===== config.mk =====
export PLATFORM = sky130hd
export DESIGN_NAME = score_bcd_keeper
export DESIGN_NICKNAME = d
export VERILOG_FILES = /design/src/rtl/score_bcd_keeper_pkg.sv /design/src/rtl/score_bcd_keeper_bcd_inc3.sv /design/src/rtl/score_bcd_keeper.sv
export SDC_FILE = /design/constraint.sdc
export NUM_CORES = 1
export LEC_CHECK = 0
export ABC_AREA = 1
export CORE_MARGIN = 4
export CORE_UTILIZATION = 52
export DETAILED_ROUTE_END_ITERATION = 6
export GPL_TIMING_DRIVEN = 0
export PLACE_DENSITY = 0.79
export SYNTH_ARGS = -nofsm -noshare
export SYNTH_HDL_FRONTEND = slang
export SYNTH_SLANG_ARGS = --single-unit
export TNS_END_PERCENT = 100

===== constraint.sdc =====
create_clock -name clk -period 5.1 [get_ports clk]
set_clock_uncertainty 0.05 [all_clocks]
set_input_delay 0.765 -clock clk [delete_from_list [all_inputs] [get_ports clk]]
set_output_delay 0.765 -clock clk [all_outputs]
set_load 0.01 [all_outputs]

===== src/rtl/score_bcd_keeper_pkg.sv =====
// Shared widths and state encoding for the BCD score keeper.
// Optional session-best tracking is enabled by defining SCORE_HISCORE_EN.
// `define SCORE_HISCORE_EN
package score_bcd_keeper_pkg;

    localparam int SCORE_DIGITS = 3;
    localparam int BCD_W        = 4;
    localparam int SCORE_W      = SCORE_DIGITS * BCD_W;

    typedef enum logic [1:0] {
        IDLE    = 2'd0,
        RUNNING = 2'd1,
        FROZEN  = 2'd2
    } state_t;

endpackage


===== src/rtl/score_bcd_keeper_bcd_inc3.sv =====
// Combinational packed-BCD adder: 3-digit value plus a single-digit step.
// The carry ripples through all digits; overflow flags a carry out of hundreds.
module bcd_inc3
    import score_bcd_keeper_pkg::*;
(
    input  logic [SCORE_W-1:0] value,
    input  logic [BCD_W-1:0]   step,
    output logic [SCORE_W-1:0] sum,
    output logic               overflow
);

    logic [SCORE_DIGITS:0] carry;

    assign carry[0] = 1'b0;

    generate
        for (genvar gi = 0; gi < SCORE_DIGITS; gi++) begin : g_digit
            logic [BCD_W:0] raw;
            logic [BCD_W-1:0] addend;

            assign addend = (gi == 0) ? step : '0;
            assign raw    = {1'b0, value[gi*BCD_W +: BCD_W]} + {1'b0, addend}
                          + {{BCD_W{1'b0}}, carry[gi]};
            assign carry[gi+1] = (raw > 5'd9);
            // Low nibble minus ten wraps modulo 16 to the correct digit.
            assign sum[gi*BCD_W +: BCD_W] = carry[gi+1] ? (raw[BCD_W-1:0] - 4'd10)
                                                        : raw[BCD_W-1:0];
        end
    endgenerate

    assign overflow = carry[SCORE_DIGITS];

endmodule


===== src/rtl/score_bcd_keeper.sv =====
// Game score counter in packed BCD with saturation, freeze on game over and a
// frame-stable display copy. SCORE_HISCORE_EN adds session-best tracking.
module score_bcd_keeper
    import score_bcd_keeper_pkg::*;
#(
    parameter int                   SCORE_STEP = 1,
    parameter logic [SCORE_W-1:0]   MAX_SCORE  = 12'h999
) (
    input  logic               clk,
    input  logic               rst,
    input  logic               game_start,
    input  logic               game_over,
    input  logic               point,
    input  logic               frame_tick,
    output logic [SCORE_W-1:0] score,
    output logic [SCORE_W-1:0] score_live,
    output logic               running,
    output logic               saturated
`ifdef SCORE_HISCORE_EN
    ,
    output logic [SCORE_W-1:0] best_score,
    output logic               new_record
`endif
);

    localparam logic [BCD_W-1:0] STEP_NIB = BCD_W'(SCORE_STEP);

    state_t             state_reg, state_next;
    logic               point_q_reg;
    logic               evt;
    logic [SCORE_W-1:0] live_reg, live_next;
    logic [SCORE_W-1:0] score_reg, score_next;
    logic [SCORE_W-1:0] inc_sum;
    logic               inc_ovf;
    logic               saturated_reg, running_reg;
    logic               freeze_now, score_load;

    assign evt = point & ~point_q_reg;

    bcd_inc3 u_inc (
        .value    (live_reg),
        .step     (STEP_NIB),
        .sum      (inc_sum),
        .overflow (inc_ovf)
    );

    always_ff @(posedge clk or negedge rst) begin
        if (!rst) begin
            state_reg <= IDLE;
        end else begin
            state_reg <= state_next;
        end
    end

    always_comb begin
        state_next = state_reg;
        case (state_reg)
            IDLE:    if (game_start) state_next = RUNNING;
            RUNNING: begin
                if (game_start)     state_next = RUNNING;
                else if (game_over) state_next = FROZEN;
            end
            FROZEN:  if (game_start) state_next = RUNNING;
            default: state_next = IDLE;
        endcase
    end

    // game_start wins over everything; an event coinciding with game_over still counts.
    always_comb begin
        freeze_now = (state_reg == RUNNING) && game_over && !game_start;
        live_next  = live_reg;
        if (game_start) begin
            live_next = '0;
        end else if ((state_reg == RUNNING) && evt) begin
            live_next = (inc_ovf || (inc_sum > MAX_SCORE)) ? MAX_SCORE : inc_sum;
        end
        score_load = frame_tick | game_start | freeze_now;
        score_next = score_load ? live_next : score_reg;
    end

    always_ff @(posedge clk or negedge rst) begin
        if (!rst) begin
            point_q_reg   <= 1'b0;
            live_reg      <= '0;
            score_reg     <= '0;
            saturated_reg <= 1'b0;
            running_reg   <= 1'b0;
        end else begin
            point_q_reg   <= point;
            live_reg      <= live_next;
            score_reg     <= score_next;
            saturated_reg <= (live_next == MAX_SCORE);
            running_reg   <= (state_next == RUNNING);
        end
    end

    assign score      = score_reg;
    assign score_live = live_reg;
    assign running    = running_reg;
    assign saturated  = saturated_reg;

`ifdef SCORE_HISCORE_EN
    logic [SCORE_W-1:0] best_reg;
    logic               new_record_reg;

    // Packed BCD compares correctly as plain binary.
    always_ff @(posedge clk or negedge rst) begin
        if (!rst) begin
            best_reg       <= '0;
            new_record_reg <= 1'b0;
        end else if (game_start) begin
            new_record_reg <= 1'b0;
        end else if (freeze_now && (live_next > best_reg)) begin
            best_reg       <= live_next;
            new_record_reg <= 1'b1;
        end
    end

    assign best_score = best_reg;
    assign new_record = new_record_reg;
`endif

endmodule

==> impl_results.md, run 1 <==
* Die X at between 60 and 70 um
* Synth Area in Adders at 0.0551
* Critical Path AT at 4.65 ns
* Setup bufs post-CTS at 0
* Via count at 1,602
* Pin count of the biggest net entering global routing at 30
* Leakage power at 1.15 nW
* Critical path required time at roughly 5.3 ns
* First-pass GRT wire length at 6820 um
* Vias in the first global route at about 1,500
* Core area at 0.00336 mm^2
* Total gr overflow at 0
* Chip Height at 67.1 um
* Compound-cell area share of the yosys netlist at 0.0682
* Mapped cell area at 0.00182 mm^2
* Clock-pin transition on the worst setup and hold timing paths at about 0.090 ns
* DP Cell Count at 315
* Final max-slew violation count at 0
* Hold Fails Final Rpt at 0
* Synthesized flop and latch total at 29
* Startpoint types: register
* Routed len/inst at between 10 and 15 um
* Hpwl dp at 3060 um
* N_diodes at 0
* Seq pwr share at 0.452
* Longest Clk Path Bufs at 2
* DR vias/cell at 4.96
* Gate power share at 0.210
* Setup TNS at 0 ns
* Top cell by count, worst path: nand2_1
* Nets at between 200 and 300
* Final Non-Filler Cells at 323
* Buffers on Ports at 31
* Crit-path max FO at 8
* Worst Hold Class: register to register
* EDFF count, synth at 0
* Root Buffer: clkbuf_4
* FP Rows at 21
* I/O pins at 32
* Post-synth top area share at 0.400
* GRT busiest layer: met2
* Switch share at 0.277
* Multiplexer area fraction after synthesis at 0
* DRC viols at 0
* Largest cells by area after synthesis: dfrtp_1 (40%), nand2_1 (13%), inv_1 (6.6%), ha_1 (5.5%), nor2_1 (4.8%)
* Switching power at 0.158 mW
* CP Class: register to register
* Sink Count at 29
* Slowest CP cell: dfrtp_1
* Most common cell in the netlist: nand2_1
* Pwr dens at 252 mW/mm^2
* Slew @ Worst Pin at between 1 and 1.5 ns
* Max-cap viol count at 0
* DRT Pass-1 Iters at 6
* Crit path largest cell delay at 0.46 ns
* Post-route ant nets at 0
* Initial antenna violation count at 0
* Routed wire length at 4010 um
* Routability cong. at 0.790
* Yosys warning count at 0
* Syn Area/Cell at approximately 7.6 um^2
* Synth Area in XOR/XNOR at 0.0338
* Highest Clock Rate at 225 MHz
* Outcome: completed
* Cells after Synth at 238
* Synth top cells by count: nand2_1 (61), inv_1 (32), dfrtp_1 (29)
* Inserted Clock Buffers at 5
* Initial core utilization at 0.540
* Worst vdd ir at between 0.15 and 0.2 mV
* Share of the cycle needed by the critical path after routing at 0.873
* GR Util met3 at 0.0556
* Post-CTS sizing at 0
* Ys flop type: dfrtp_1
* Biggest area consumer among synthesized cells: dfrtp_1
* Starting DRT DRC Count at 93
* Total GRT Usage at 0.202
* Fraction of registers with async set/reset at 1.00
* Worst-Skew Late Latency at 0.32 ns
* Layout cell share with drive strength beyond 1 at 0.130
* CP endpoint kind: register
* Global-route met1 utilization at 0.259
* Yosys cell types at 26
* Internal power at 0.414 mW
* Clock share of power at 0.337
* Area Growth Syn to Fin at 24.9%
* # H-tree levels at 2
* Met2 global-route usage at 0.309
* Die area at 0.00450 mm^2
* Net Count, Synth at 252
* Post-synthesis sequential area ratio at 0.400
* CTS tree: done
* Slew margin rel. at 0.186
* Simple-Gate Fraction of Synth Area at 0.353
* Finish-stage setup viols at 0
* Largest family of logic cells by synthesized area: simple AND/OR/NAND/NOR gates
* RSZ-0062 raised after global routing: false
* Min cycle time layout at 4.45 ns
* Hold_buf cts at 0
[routing by layer]
layer,share of wire,vias to the layer above
li1,-,827
met1,0.44,721
met2,0.48,44
met3,0.054,10
met4,0.022,0
met5,0,-
[logic make-up (layout without fill, tap and decap cells)]
| logic type | count (synthesis) | in the layout |
|---|---|---|
| AO/OA/AOI/OAI | 24 | 24 |
| XOR/XNOR | 7 | 7 |
| adder cells (fa/ha/maj) | 8 | 8 |
| buffers and inverters | 40 | 79 |
| flip-flops | 29 | 29 |
| AND/OR/NAND/NOR | 130 | 130 |
[through the flow]
step	power [mW]	hold WS, ns	cell area (um^2)	worst slack [ns]	utilization
after floorplan	0.332	0.396	1820	1.09	-
after global placement	0.381	0.410	2180	0.776	0.649
after detailed placement	0.383	0.419	2180	0.698	0.649
after CTS	0.578	0.433	2270	0.618	0.674
after global routing	0.605	0.466	2270	0.180	0.674
final	0.572	0.427	2270	0.647	0.674
[worst paths after layout]
check,from,endpoint,slack (ns),cells past startpoint
min reg2reg,state_reg[0],running,0.43,1
min,state_reg[0],running,0.43,1
max,score_live[0],saturated,0.65,32
max reg2reg,score_live[0],saturated,0.65,32
min in group asynchronous,rst,point_q_reg,1.03,1
max in group asynchronous,rst,saturated,3.24,1
[power by group through the flow]
stage               Sequential, mW  Clock [mW]  Combinational (mW)
floorplan                    0.267           0              0.0650
global placement             0.263           0               0.118
detailed placement           0.263           0               0.120
CTS                          0.259       0.198               0.122
global route                 0.262       0.208               0.135
finish                       0.259       0.193               0.120
[worst max-delay path, delay by kind of cell, from the launching register on]
kind,cells,cell delay (ns)
xor+xnor,2,0.42
buf+inv,3,0.20
simple gates,21,1.89
flops,1,0.46
fa+ha+maj,6,1.37
[final cells by class]
class / instances / area (um^2)
repair buffers: 31 / 310
clock buffers: 7 / 55.1
flip-flops and latches: 29 / 726
inverters: 35 / 134
multi-input cells: 169 / 926
fillers: 297 / 1090
clock inverters: 1 / 30.0
well taps: 46 / 57.6
plain buffers: 5 / 30.0
[cells in the final DEF (no fill, tap or decap), types with 4 or more instances in the layout]
cell type,count
a21oi_1,6
clkbuf_1,4
clkbuf_4,5
clkdlybuf4s50_1,31
dfrtp_1,29
ha_1,8
inv_1,32
nand2_1,61
nand2_2,10
nand2_4,4
nand3_1,17
nand3_2,4
nand4_1,5
nor2_1,23
o21ai_0,16
xor2_1,5
Power figures use the tool's default switching activity.
==> run 2: changes to the inputs <==
--- a/config.mk
+++ b/config.mk
@@ -10,7 +10,7 @@
 export CORE_UTILIZATION = 52
 export DETAILED_ROUTE_END_ITERATION = 6
 export GPL_TIMING_DRIVEN = 0
-export PLACE_DENSITY = 0.79
+export PLACE_DENSITY_LB_ADDON = 0.08
 export SYNTH_ARGS = -nofsm -noshare
 export SYNTH_HDL_FRONTEND = slang
 export SYNTH_SLANG_ARGS = --single-unit
==> run 2 against run 1 <==
Effect of this change:
- flip-flop and latch count unchanged
- utilization decreased by 0.60 points
- critical path depth increased by 1
- sequential share of layout area increased by 0.28 points
- critical path type unchanged
- critical endpoint unchanged
==> impl_results.md, run 2 (synthesis gave the netlist of run 1 again) <==
* Outcome: completed
* Core area at 0.00336 mm^2
* Routed wire length at 3790 um
* Routed len/inst at 11.7 um
* Chip Height at 67.1 um
* Startpoint types: register
* Inserted Clock Buffers at 5
* First-pass GRT wire length at 6800 um
* DR vias/cell at about 4.9
* Min cycle time layout at 4.38 ns
* Pin count of the biggest net entering global routing at 30
* Clock-pin transition on the worst setup and hold timing paths at 0.09 ns
* Switching power at 0.160 mW
* Layout cell share with drive strength beyond 1 at 0.137
* Slew margin rel. at 0.579
* Slowest CP cell: dfrtp_1
* Leakage power at ~1.1 nW
* Worst Hold Class: input port to async pin
* Root Buffer: clkbuf_4
* I/O pins at 32
* DRT Pass-1 Iters at 4
* CTS tree: done
* Crit-path max FO at 10
* Gate power share at 0.222
* Sink Count at 29
* FP Rows at 21
* Setup bufs post-CTS at 0
* Hold_buf cts at 0
* Critical Path AT at about 4.6 ns
* Initial antenna violation count at 0
* Share of the cycle needed by the critical path after routing at 0.860
* Top cell by count, worst path: nand2_1
* Buffers on Ports at 31
* RSZ-0062 raised after global routing: false
* Commonest non-fill, non-tap cell in the layout: nand2_1
* Die area at 0.00450 mm^2
* Total GRT Usage at 0.199
* Switch share at 0.298
* Longest Clk Path Bufs at 2
* Routability cong. at slightly above 0.8
* Vias in the first global route at 1,544
* Post-route ant nets at 0
* Crit path largest cell delay at 0.46 ns
* Clock share of power at 0.295
* Worst vdd ir at 0.177 mV
* Filler cells at 311
* Initial core utilization at 0.540
* Internal power at 0.376 mW
* CP endpoint kind: register
* Setup TNS at 0 ns
* Post-CTS sizing at 0
* Worst-Skew Late Latency at 0.32 ns
* Slew @ Worst Pin at 0.631 ns
* CP Class: register to register
* Via count at ~1,600
* Hold Fails Final Rpt at 0
* Highest Clock Rate at 228 MHz
* # H-tree levels at 2
* Total gr overflow at 0
* Pwr dens at 238 mW/mm^2
* Critical path required time at between 5 and 6 ns
* Final max-slew violation count at 0
* Most frequent cells in the layout: nand2_1 (61), inv_1 (32), clkdlybuf4s50_1 (30)
* Finish-stage setup viols at 0
* Seq pwr share at 0.483
* WHS at 0.397 ns
* Nets at 290
* Max-cap viol count at 0
* Hpwl dp at slightly below 3000 um
* DRC viols at 0
* N_diodes at 0
* Die X at 67.1 um
* Starting DRT DRC Count at 59
* Area Growth Syn to Fin at 23.8%
-- run 2: final timing paths --
check | startpoint | endpoint | slack [ns] | cells after the start
setup reg to reg | score_live[0] | saturated | 0.72 | 33
min in group clk | state_reg[0] | state_reg[0] | 0.44 | 1
hold reg to reg | state_reg[0] | state_reg[0] | 0.44 | 1
setup / recovery | score_live[0] | saturated | 0.72 | 33
max in group asynchronous | rst | score_live[3] | 4.18 | 1
hold / removal | rst | state_reg[0] | 0.40 | 1
-- run 2: power by group through the flow --
stage | clock network [mW] | registers (mW) | logic (mW)
3_3_place_gp | 0 | 0.263 | 0.119
3_5_place_dp | 0 | 0.263 | 0.120
2_1_floorplan | 0 | 0.267 | 0.0650
6_report | 0.158 | 0.259 | 0.119
5_1_grt | 0.174 | 0.261 | 0.134
4_1_cts | 0.164 | 0.259 | 0.121
-- run 2: critical path, delay by kind of cell, from the launching register on --
kind	cells	cell delay, ns
adder cells (fa/ha/maj)	6	1.37
XOR/XNOR	1	0.23
flip-flops	1	0.46
buffers and inverters	5	0.51
AO/OA/AOI/OAI	1	0.15
AND/OR/NAND/NOR	20	1.51
-- run 2: per-layer routing --
| metal | track usage | wire [um] | up-vias | part of all wire |
|---|---|---|---|---|
| met2 | 0.304 | 1720 | 48 | 0.45 |
| met5 | 0 | 0 | - | 0 |
| li1 | - | - | 820 | - |
| met4 | 0.0937 | 0 | 0 | 0 |
| met1 | 0.268 | 1860 | 722 | 0.49 |
| met3 | 0.0405 | 213 | 0 | 0.056 |
-- run 2: metrics by stage --
step / utilization / cell area (um^2) / std cells / setup slack (ns) / power, mW
final: 0.669 / 2250 / 323 / 0.715 / 0.536
after floorplan: - / 1820 / 238 / 1.09 / 0.332
after CTS: 0.670 / 2250 / 323 / 0.684 / 0.544
after global placement: 0.649 / 2180 / 315 / 0.750 / 0.381
after detailed placement: 0.649 / 2180 / 315 / 0.702 / 0.383
after global routing: 0.669 / 2250 / 323 / 0.255 / 0.569
-- run 2: area by class of cell --
class | instances | area, um^2 | area share
Buffer | 5 | 30.0 | 0.0134
Clock buffer | 7 | 65.1 | 0.0289
Clock inverter | 1 | 5.00 | 0.00223
Inverter | 35 | 134 | 0.0595
Multi-Input combinational cell | 169 | 926 | 0.412
Sequential cell | 29 | 726 | 0.323
Tap cell | 46 | 57.6 | 0.0256
Timing Repair Buffer | 31 | 305 | 0.136
==> run 3: changes to the inputs <==
--- a/config.mk
+++ b/config.mk
@@ -7,7 +7,7 @@
 export LEC_CHECK = 0
 export ABC_AREA = 1
 export CORE_MARGIN = 4
-export CORE_UTILIZATION = 52
+export CORE_UTILIZATION = 46
 export DETAILED_ROUTE_END_ITERATION = 6
 export GPL_TIMING_DRIVEN = 0
 export PLACE_DENSITY_LB_ADDON = 0.08
==> run 3 against run 2 <==
Effect of this change:
- utilization decreased by 5.9 points
- clock power increased by 28%
- register-to-register slack about the same
- first-iteration DRC count increased by 25%
- worst hold slack improved by 0.025 ns
- sequential share of layout area decreased by 0.48 points
- via count decreased by 1.2%
- critical endpoint unchanged
==> impl_results.md, run 3 (synthesis gave the netlist of run 1 again) <==
* Internal power at 0.418 mW
* CP endpoint kind: register
* I/O pins at 32
* Clock-pin transition on the worst setup and hold timing paths at 0.06 ns
* Inserted Clock Buffers at 5
* Global-route met1 utilization at 0.225
* Chip Height at 70.8 um
* Crit path largest cell delay at around 0.45 ns
* Longest Clk Path Bufs at 2
* Hold_buf cts at 0
* GRT busiest layer: met2
* Total gr overflow at 0
* Worst vdd ir at 0.289 mV
* First-pass GRT wire length at between 6000 and 7000 um
* Share of the cycle needed by the critical path after routing at 0.858
* Die area at 0.00502 mm^2
* Commonest non-fill, non-tap cell in the layout: nand2_1
* Worst-Skew Late Latency at approximately 0.28 ns
* Die X at 70.8 um
* Switching power at ~0.16 mW
* DRC viols at 0
* DRT Pass-1 Iters at 5
* Switch share at 0.280
* Starting DRT DRC Count at 74
* Hold Fails Final Rpt at 0
* Hpwl dp at 2990 um
* Slew @ Worst Pin at 0.630 ns
* Pwr dens at 255 mW/mm^2
* CP Class: register to register
* Core area at roughly 0.0037 mm^2
* GR Util met3 at 0.0369
* Buffers on Ports at 31
* Max-cap viol count at 0
* RSZ-0062 raised after global routing: false
* Pin count of the biggest net entering global routing at 30
* Highest Clock Rate at around 230 MHz
* Area Growth Syn to Fin at 25.7%
* Finish-stage setup viols at 0
* Min cycle time layout at 4.38 ns
* DR vias/cell at 4.83
* FP Rows at 22
* Slew margin rel. at 0.580
* Root Buffer: clkbuf_8
* Clock share of power at 0.349
* Final max-slew violation count at 0
* Post-route ant nets at 0
* Gate power share at 0.205
* Routability cong. at 0.791
* Top cell by count, worst path: nand2_1
* Startpoint types: register
* Routed wire length at about 3900 um
* Layout cell share with drive strength beyond 1 at 0.137
* Most frequent cells in the layout: nand2_1 (61), inv_1 (32), clkdlybuf4s50_1 (30)
* Sink Count at 29
* Setup TNS at 0 ns
* Vias in the first global route at 1,413
* Crit-path max FO at 8
* Initial core utilization at 0.485
* Worst Hold Class: register to register
* Initial antenna violation count at 0
* Via count at 1,571
* Outcome: completed
* Slowest CP cell: dfrtp_1
* Critical Path AT at about 4.5 ns
* Routed len/inst at 12.0 um
* Critical path required time at 5.26 ns
* Met2 global-route usage at 0.247
* Leakage power at 1.16 nW
* Setup bufs post-CTS at 0
* N_diodes at 0
* Nets at 290
* Post-layout util at 0.610
* # H-tree levels at 2
* CP Buf/Inv Count at 3
* Largest delay contributor family on the critical path: simple AND/OR/NAND/NOR gates
* Post-CTS sizing at 0
* Seq pwr share at 0.446
* Total GRT Usage at 0.162
* CTS tree: done
run 3: routing by layer:
metal / vias up / part of all wire / wire (um)
met5: - / 0 / 0
met4: 0 / 0.015 / 59
met3: 5 / 0.034 / 133
met2: 31 / 0.44 / 1720
met1: 712 / 0.51 / 1990
li1: 823 / - / -
run 3: stage by stage:
stage,instances,hold WS [ns],power (mW),setup WS (ns),cell area [um^2]
after floorplan,238,0.396,0.332,1.09,1820
after global placement,317,0.412,0.382,0.745,2190
after detailed placement,317,0.419,0.383,0.727,2190
after CTS,325,0.426,0.589,0.688,2290
after global routing,325,0.460,0.615,0.229,2280
final,325,0.422,0.581,0.722,2280
run 3: cell type report:
cell class / count / area (um^2)
plain buffers: 5 / 30.0
clock buffers: 7 / 96.3
clock inverters: 1 / 5.00
fillers: 368 / 1460
inverters: 35 / 134
multi-input cells: 169 / 926
flip-flops and latches: 29 / 726
well taps: 48 / 60.1
repair buffers: 31 / 305
run 3: power groups by stage:
stage | registers (mW) | logic, mW | clock network, mW
after floorplan | 0.267 | 0.0650 | 0
after global placement | 0.263 | 0.119 | 0
after detailed placement | 0.263 | 0.120 | 0
after CTS | 0.259 | 0.121 | 0.209
after global routing | 0.262 | 0.133 | 0.220
final | 0.259 | 0.119 | 0.203
run 3: path summary, 6_finish.rpt:
path	endpoint	slack, ns	from	depth (start not counted)
min reg2reg	state_reg[0]	0.42	state_reg[0]	1
min	state_reg[0]	0.42	state_reg[0]	1
max reg2reg	saturated	0.72	score_live[0]	34
max	saturated	0.72	score_live[0]	34
max in group asynchronous	score[3]	4.13	rst	1
min in group asynchronous	point_q_reg	0.46	rst	1
